File: config.mk
export PLATFORM = sky130hd
export DESIGN_NAME = bo_job_scheduler
export DESIGN_NICKNAME = d
export VERILOG_FILES = /design/src/rtl/bo_job_scheduler.sv
export SDC_FILE = /design/constraint.sdc
export NUM_CORES = 1
export LEC_CHECK = 0
export CORE_UTILIZATION = 43
export CTS_BUF_LIST = sky130_fd_sc_hd__clkbuf_16
export CTS_CLUSTER_SIZE = 20
export DETAILED_ROUTE_END_ITERATION = 8
export PLACE_DENSITY = 0.72
export SETUP_SLACK_MARGIN = 0.02
export SLEW_MARGIN = 20
export SYNTH_ARGS = -nofsm -noshare
export SYNTH_HDL_FRONTEND = slang
export SYNTH_SLANG_ARGS = --single-unit
export TNS_END_PERCENT = 5
File: constraint.sdc
create_clock -name clk -period 2.7 [get_ports clk]
set_input_delay 0.54 -clock clk [delete_from_list [all_inputs] [get_ports clk]]
set_output_delay 0.54 -clock clk [all_outputs]
set_load 0.005 [all_outputs]
File: src/rtl/bo_job_scheduler.sv
// Round-robin arbiter and 5-step sequencer that shares one operative block (BO)
// among NREQ requesters. It drives the BO control word and reports job completion.
module bo_job_scheduler #(
    parameter int NREQ = 4,
    parameter int IDW  = 2,
    parameter int CNTW = 16
) (
    input  logic            clk,
    input  logic            reset,
    input  logic [NREQ-1:0] req,
    input  logic            stall,
    output logic [NREQ-1:0] gnt,
    output logic [IDW-1:0]  x_sel,
    output logic            busy,
    output logic            done,
    output logic [IDW-1:0]  done_id,
    output logic [CNTW-1:0] jobs_done,
    output logic            LX,
    output logic            LS,
    output logic            LH,
    output logic            H,
    output logic [1:0]      M0,
    output logic [1:0]      M1,
    output logic [1:0]      M2
);

    typedef enum logic [2:0] {
        ST_IDLE,
        ST_S1,
        ST_S2,
        ST_S3,
        ST_S4,
        ST_S5,
        ST_DONE
    } state_t;

    localparam logic [IDW:0]   NREQ_W   = (IDW+1)'(NREQ);
    localparam logic [IDW-1:0] LAST_IDX = IDW'(NREQ - 1);

    state_t          r_state;
    state_t          w_state_next;
    logic [IDW-1:0]  r_rr_ptr;
    logic [NREQ-1:0] r_gnt;
    logic [IDW-1:0]  r_x_sel;
    logic [IDW-1:0]  r_done_id;
    logic [CNTW-1:0] r_jobs_done;

    logic [NREQ-1:0] w_req_eff;
    logic [IDW-1:0]  w_rot_idx [NREQ];
    logic            w_found;
    logic [IDW-1:0]  w_winner;
    logic [NREQ-1:0] w_winner_onehot;
    logic [IDW-1:0]  w_ptr_next;
    logic            w_grant_load;
    logic            w_grant_clear;
    logic            w_enter_done;

    // While finishing a job, the requester just served must not win again immediately.
    assign w_req_eff = (r_state == ST_DONE) ? (req & ~r_gnt) : req;

    genvar gi;
    generate
        for (gi = 0; gi < NREQ; gi++) begin : g_rot
            logic [IDW:0] w_sum;
            assign w_sum         = {1'b0, r_rr_ptr} + (IDW+1)'(gi);
            assign w_rot_idx[gi] = (w_sum >= NREQ_W) ? IDW'(w_sum - NREQ_W) : IDW'(w_sum);
        end
    endgenerate

    // Scan from the highest offset down so the candidate closest to r_rr_ptr wins.
    always_comb begin
        w_found  = 1'b0;
        w_winner = '0;
        for (int k = NREQ - 1; k >= 0; k--) begin
            if (w_req_eff[w_rot_idx[k]]) begin
                w_found  = 1'b1;
                w_winner = w_rot_idx[k];
            end
        end
    end

    assign w_winner_onehot = {{(NREQ-1){1'b0}}, 1'b1} << w_winner;
    assign w_ptr_next      = (w_winner == LAST_IDX) ? '0 : w_winner + 1'b1;

    always_comb begin
        w_state_next  = r_state;
        w_grant_load  = 1'b0;
        w_grant_clear = 1'b0;
        w_enter_done  = 1'b0;
        M0 = 2'd0;
        M1 = 2'd0;
        M2 = 2'd0;
        LX = 1'b0;
        LS = 1'b0;
        LH = 1'b0;
        H  = 1'b0;
        case (r_state)
            ST_IDLE: begin
                if (w_found) begin
                    w_state_next = ST_S1;
                    w_grant_load = 1'b1;
                end
            end
            ST_S1: begin
                M1 = 2'd1; LX = 1'b1; LH = 1'b1; H = 1'b1;
                if (!stall) w_state_next = ST_S2;
            end
            ST_S2: begin
                M0 = 2'd1; M2 = 2'd3; LS = 1'b1; H = 1'b1;
                if (!stall) w_state_next = ST_S3;
            end
            ST_S3: begin
                M0 = 2'd2; LH = 1'b1; H = 1'b1;
                if (!stall) w_state_next = ST_S4;
            end
            ST_S4: begin
                M1 = 2'd2; M2 = 2'd3; LS = 1'b1;
                if (!stall) w_state_next = ST_S5;
            end
            ST_S5: begin
                M0 = 2'd3; M2 = 2'd2; LS = 1'b1;
                if (!stall) begin
                    w_state_next = ST_DONE;
                    w_enter_done = 1'b1;
                end
            end
            ST_DONE: begin
                if (w_found) begin
                    w_state_next = ST_S1;
                    w_grant_load = 1'b1;
                end else begin
                    w_state_next  = ST_IDLE;
                    w_grant_clear = 1'b1;
                end
            end
            default: w_state_next = ST_IDLE;
        endcase
        // A stalled step must not commit any BO register; selects stay put.
        if (stall) begin
            LX = 1'b0;
            LS = 1'b0;
            LH = 1'b0;
        end
    end

    always_ff @(posedge clk) begin
        if (reset) begin
            r_state     <= ST_IDLE;
            r_rr_ptr    <= '0;
            r_gnt       <= '0;
            r_x_sel     <= '0;
            r_done_id   <= '0;
            r_jobs_done <= '0;
        end else begin
            r_state <= w_state_next;
            if (w_grant_load) begin
                r_gnt    <= w_winner_onehot;
                r_x_sel  <= w_winner;
                r_rr_ptr <= w_ptr_next;
            end else if (w_grant_clear) begin
                r_gnt <= '0;
            end
            if (w_enter_done) begin
                r_done_id <= r_x_sel;
                if (r_jobs_done != '1) r_jobs_done <= r_jobs_done + 1'b1;
            end
        end
    end

    assign gnt       = r_gnt;
    assign x_sel     = r_x_sel;
    assign busy      = (r_state != ST_IDLE);
    assign done      = (r_state == ST_DONE);
    assign done_id   = r_done_id;
    assign jobs_done = r_jobs_done;

endmodule

# Word-level counts from Yosys, hierarchy flattened

Index checks and enable logic that the tools add are counted.

Multiply operators: 0
Equality and inequality tests: 14
Mux-type cells: 48
Div/mod/pow operators: 0
Add/subtract/negate cells: 9
Reduce and logical (&&, ||, !) cells: 10
Bitwise logic cells: 2
Shifts and indexed selects: 1
Order comparisons: 8

Operators with widths:

| operator                                                   | count |
|---|---|
| 2-to-1 mux 1 bit                                           | 22 |
| case mux 3 bit (7 select lines)                            | 1 |
| 2-to-1 mux 2 bit                                           | 9 |
| 2-to-1 mux 3 bit                                           | 6 |
| adder 16 x 1 -> 16 bit, second input constant              | 1 |
| inequality test 16 bit, second input constant              | 1 |
| less-than comparator 2 x 3 -> 1 bit, second input constant | 4 |
| 2-to-1 mux 4 bit                                           | 3 |
| inequality test 2 bit, second input constant               | 6 |
| equality test 3 bit, second input constant                 | 3 |
| greater-or-equal comparator 3 bit, second input constant   | 3 |
| binary-select mux 1 bit (select 2 bit)                     | 4 |
| case mux 2 bit (2 select lines)                            | 2 |
| subtractor 2 x 1 -> 2 bit, second input constant           | 4 |
| adder 2 x 2 -> 3 bit, second input constant                | 2 |
| equality test 3 x 2 -> 1 bit, second input constant        | 2 |
| case mux 2 bit (3 select lines)                            | 1 |
| AND reduction 6 bit                                        | 1 |
| OR reduction 2 bit                                         | 3 |
| OR reduction 3 bit                                         | 2 |
| AND 4 bit                                                  | 1 |
| inverter 4 bit                                             | 1 |
| << shifter 1 x 2 -> 4 bit, first input constant            | 1 |
| adder 2 x 1 -> 3 bit, second input constant                | 1 |
| other kinds (8)                                            | 8 |

Register bits after elaboration: 29
Memories: 0
Logic and storage cells: 98
Output and inout port bits: 36
Bits in read-only memories: 0
Bits in writable memories: 0
Input port bits: 7
Bits in latches: 0

# Longest topological paths before layout

Word-level depth: 13
Gate-level depth with buffers: 10
Depth with buffers taken out: 9

# Least setup slack after synthesis

OpenSTA, ideal clock, no wires.

Path type: reg2reg
Start: reg r_state[2]
End: reg r_gnt[0] (netlist: gnt[0])
Setup time: 0.128 ns
Arrival: 1.858 ns
Period minus slack after synthesis: 1.985 ns
Data required time: 2.572 ns
Stages on the path, launching flop included: 11
Path buffers: 1
Slack: 0.715 ns
Cells stage by stage: dfxtp_1 > buf_2 > nand3b_4 > inv_1 > a21o_2 > o22ai_1 > a211oi_1 > inv_1 > ha_1 > a32oi_1 > nor2_1

Elaborated cells between the ends (all ways): 27
Those cells by class: eq/ne: 1; shift: 1; mux: 22; reduce/logical: 3

RTL lines:

| item                                   | line | text |
|---|---|---|
| start: declaration                     | 40   | `state_t r_state;` |
| start signal: assignment               | 155  | `r_state <= w_state_next;` |
| equality test 3 bit *                  | -    |  |
| named net done                         | 15   | `output logic done,` |
| 2-to-1 mux 4 bit *                     | 59   | `assign w_req_eff = (r_state == ST_DONE) ? (req & ~r_gnt) : req;` |
| binary-select mux 1 bit (select 2 bit) | 75   | `if (w_req_eff[w_rot_idx[k]]) begin` |
| 2-to-1 mux 1 bit (implied by the code) | 75   |  |
| 2-to-1 mux 2 bit (3 in a row)          | 75   |  |
| 2-to-1 mux 2 bit *                     | 75   |  |
| named net w_winner[0]                  | 51   | `logic [IDW-1:0] w_winner;` |
| << shifter 1 x 2 -> 4 bit *            | 82   | `assign w_winner_onehot = {{(NREQ-1){1'b0}}, 1'b1} << w_winner;` |
| 2-to-1 mux 4 bit *                     | 156  | `if (w_grant_load) begin` |
| end signal: assignment                 | 157  | `r_gnt <= w_winner_onehot;` |
| end: declaration                       | 43   | `logic [NREQ-1:0] r_gnt;` |

The timed path passes the listed nets; every way through them passes the cells marked *. The select of a mux whose other input is x is not followed.
A chain may end at the register's enable or synchronous reset.

# Worst setup path after layout

Start: reg r_state[0]
End: out LS

Cells in the longest elaborated chain, start to end: 4
Elaborated cells between the ends (all ways): 6
Those cells by class: eq/ne: 3; mux: 2; reduce/logical: 1

RTL lines:

| item                                                                | line | text |
|---|---|---|
| equality test 3 bit or equality test 3 x 2 -> 1 bit (tied branches) | 97   | `case (r_state)` |
| OR reduction 3 bit (no source line) *                               | -    |  |
| 2-to-1 mux 1 bit *                                                  | 97   |  |
| 2-to-1 mux 1 bit *                                                  | 139  | `if (stall) begin` |
| end: declaration                                                    | 19   | `output logic LS,` |

Every way passes the cells marked *; elsewhere a longest branch is shown, timed or not.

==> summary.txt <==
Routing
  • Drt first-iter violations: 70
  • Final WL: approximately 3.6 mm
  • Antenna-violating nets left: 0
  • DRT Pass-1 Iters: 4
  • DRC: 0
  • Wire length per cell: between 10 and 15 um
  • Vias post-DR: ~1500
  • Via density: around 5.4

Place
  • Routability cong.: 0.766
  • Cells after DPL: 277
  • Post-DP Area: about 2100 um^2
  • Hpwl dp: between 2 and 3 mm
  • IO Port Bufs: between 40 and 50
  • Setup WS pre-CTS: 0.248 ns

Die
  • Die W: between 60 and 70 um
  • Die Y: around 64 um
  • Row cnt: 21
  • Die area: a little over 4000 um^2
  • Core Area: about 3500 um^2
  • I/O pin total: 43
  • Initial Util: between 40% and 50%

GRT
  • Vias in the first global route: roughly 1300
  • GRT Total Usage: between 10% and 20%
  • First-pass GRT wire length: approximately 6.2 mm
  • Initial antenna violation count: 0
  • Pin count of the biggest net entering global routing: 19
  • Overflow after GRT: 0

Synthesis
  • Synthesized area per cell: roughly 8.3 um^2
  • Syn Nets: 207
  • Post-Syn Area: 1630 um^2
  • Synth Register Bits: 29
  • Top FF cell, synth: dfxtp_1
  • Ys async rst share: 0%
  • Yosys cell types: 42
  • Synthesis Warnings: 0
  • Post-Syn Instances: 195
  • Post-synthesis sequential area ratio: roughly 36%
  • Post-synth EDFFs: 0

STA
  • Worst slew pin tran: about 0.9 ns
  • Minimum clock period: about 2.5 ns
  • Final Hold Fails: 0
  • Clock Skews: 0.00507 ns
  • Fin crit share: approximately nine tenths
  • Setup violators final: 0
  • Slew Limit Fails: 0
  • Final setup margin: ~0.24 ns
  • Max Fclk: 407 MHz
  • Rel. slew slack: about two fifths
  • RSZ-0062 raised after global routing: false
  • Setup TNS Final: 0 ns

Cells and area
  • Area Growth Syn to Fin: 36.7%
  • # diodes: 0
  • Share of cells above drive strength 1: between 8 and 9%
  • FILL cells: 317
  • Fin cells: ~290
  • Net count, final: 250
  • Design Area, Final: 2220 um^2

Critical path
  • Most common cell on crit path: nor2b_1
  • Data arrival, critical path: roughly 1.9 ns
  • Cells along the critical path: nor2b_1 -> a21oi_1 -> o21ai_0 -> nor2b_1 -> clkdlybuf4s50_1
  • Worst r2r src: r_state[0]$_SDFFE_PP0P_
  • Crit path capture: LS
  • CP max FO: 15
  • Highest-delay cell along the critical path: dfxtp_1
  • Crit-path max cell delay: 0.57 ns
  • Worst r2r path cells: 6
  • Reg2reg end: x_sel[0]$_SDFFE_PP0P_
  • CP Capture Type: output port
  • Crit start category: register
  • Setup crit start: r_state[0]$_SDFFE_PP0P_
  • Setup CP Type: reg -> out
  • R2R setup slack: ~0.35 ns
  • Worst Path Required: roughly 2.2 ns

CTS
  • Post-CTS Resized: 0
  • Cts hold-fix bufs: 0
  • CTS HTree Levels: 2
  • Clock sinks: 29
  • Setup Buffers After CTS: 0
  • Root Driver: clkbuf_16
  • Max clock buf depth: 2
  • Worst-skew pair later-pin latency: about 0.27 ns
  • CTS tree: yes
  • Worst-path clk slew: about 0.050 ns
  • CTS Buf Count: 5

Power and ir drop
  • Leakage: roughly 0.84 nW
  • Pwr dens: 517 nW/um^2
  • Pwr Total: 0.00115 W
  • Worst vdd ir: 0.402 mV

Min path
  • Hold path start: x_sel[1]$_SDFFE_PP0P_
  • Worst min-delay path class: reg -> reg

Job
  • Max Cap Violations: 0

Status
  • Status: finished clean
[layout make-up]
cell class | count | area, um^2 | area share [%]
tap | 46 | 57.6 | 2.59
clock buffer | 5 | 125 | 5.62
multi-input combinational | 147 | 956 | 43.0
timing repair buffer | 48 | 465 | 20.9
clock inverter | 3 | 12.5 | 0.562
inverter | 7 | 26.3 | 1.18
sequential | 29 | 582 | 26.2
[worst min-delay path by stage]
stage          cells past startpoint                      end
2_1_floorplan                      2    x_sel[1]$_SDFFE_PP0P_
3_3_place_gp                       2  done_id[1]$_SDFFE_PP0P_
3_5_place_dp                       2    x_sel[1]$_SDFFE_PP0P_
4_1_cts                            2    x_sel[1]$_SDFFE_PP0P_
5_1_grt                            2    x_sel[1]$_SDFFE_PP0P_
6_report                           2    x_sel[1]$_SDFFE_PP0P_
[logic make-up after synthesis]
logic type	count (synthesis)	synth area share, %
and+or+nand+nor	85	28.1
buffers and inverters	19	5.61
adders and majority gates	5	3.84
xor gates and xnor gates	13	6.99
muxes	4	2.46
AOI/OAI and AO/OA	40	17.4
DFF	29	35.7
[layout by cell type, fill, tap and decap left out, types with 5 or more instances in the layout]
cell type / count
a21oi_1: 11
a32oi_1: 6
buf_4: 6
clkbuf_16: 5
clkdlybuf4s50_1: 42
dfxtp_1: 28
ha_1: 5
inv_1: 7
nand2_1: 13
nand3_1: 5
nand4_1: 5
nor2_1: 33
nor2b_1: 6
xnor2_1: 13
[registers in the layout, summed over array words and instances (netlist names)]
register   count
jobs_done     16
gnt            4
r_state        3
done_id        2
r_rr_ptr       2
x_sel          2
[cells in the mapped netlist (2+ instances only)]
master,n,share of area (%)
nor2_1,33,7.6
dfxtp_1,29,36
nand2_1,13,3.0
xnor2_1,13,7.0
a21oi_1,11,3.4
inv_1,7,1.6
a32oi_1,6,3.2
nor2b_1,6,2.3
clkbuf_1,5,1.2
ha_1,5,3.8
nand3_1,5,1.5
nand4_1,5,1.9
a211oi_1,4,1.8
buf_2,4,1.2
mux2i_1,4,2.5
nor3_1,4,1.2
a31o_2,3,1.6
nand4b_1,3,1.6
nor4_1,3,1.2
o21ai_0,3,0.92
o22ai_1,3,1.2
a21boi_0,2,0.92
and4_1,2,1.1
buf_6,2,1.4
nand2b_1,2,0.77
nor3b_1,2,0.92
[worst max-delay path, delay by kind of cell (launching register included)]
| family | cells | cell delay [ns] |
|---|---|---|
| compound gates | 2 | 0.22 |
| buf+inv | 1 | 0.50 |
| simple gates | 2 | 0.36 |
| flops | 1 | 0.57 |
[per-stage QoR]
stage	util, %	hold slack [ns]
after detailed placement	60.1	0.481
after CTS	64.1	0.491
after global placement	60.1	0.488
after global routing	64.1	0.519
final	64.1	0.488
after floorplan	-	0.475
[power by group]
part / internal, W / total [W] / switching, W
combinational: 0.0000955 / 0.000172 / 0.0000763
clock: 0.000331 / 0.000505 / 0.000173
sequential: 0.000448 / 0.000474 / 0.0000263
total: 0.000874 / 0.00115 / 0.000276
[metal layers]
layer  vias to the layer above  global-route usage (%)  routed length (um)
met5                         -                       0                   0
met4                         0                    5.97                  31
met3                         4                    4.89                 161
met2                        53                    27.8                1550
met1                       700                    27.7                1830
li1                        786                       -                   -
Power figures use the tool's default switching activity.
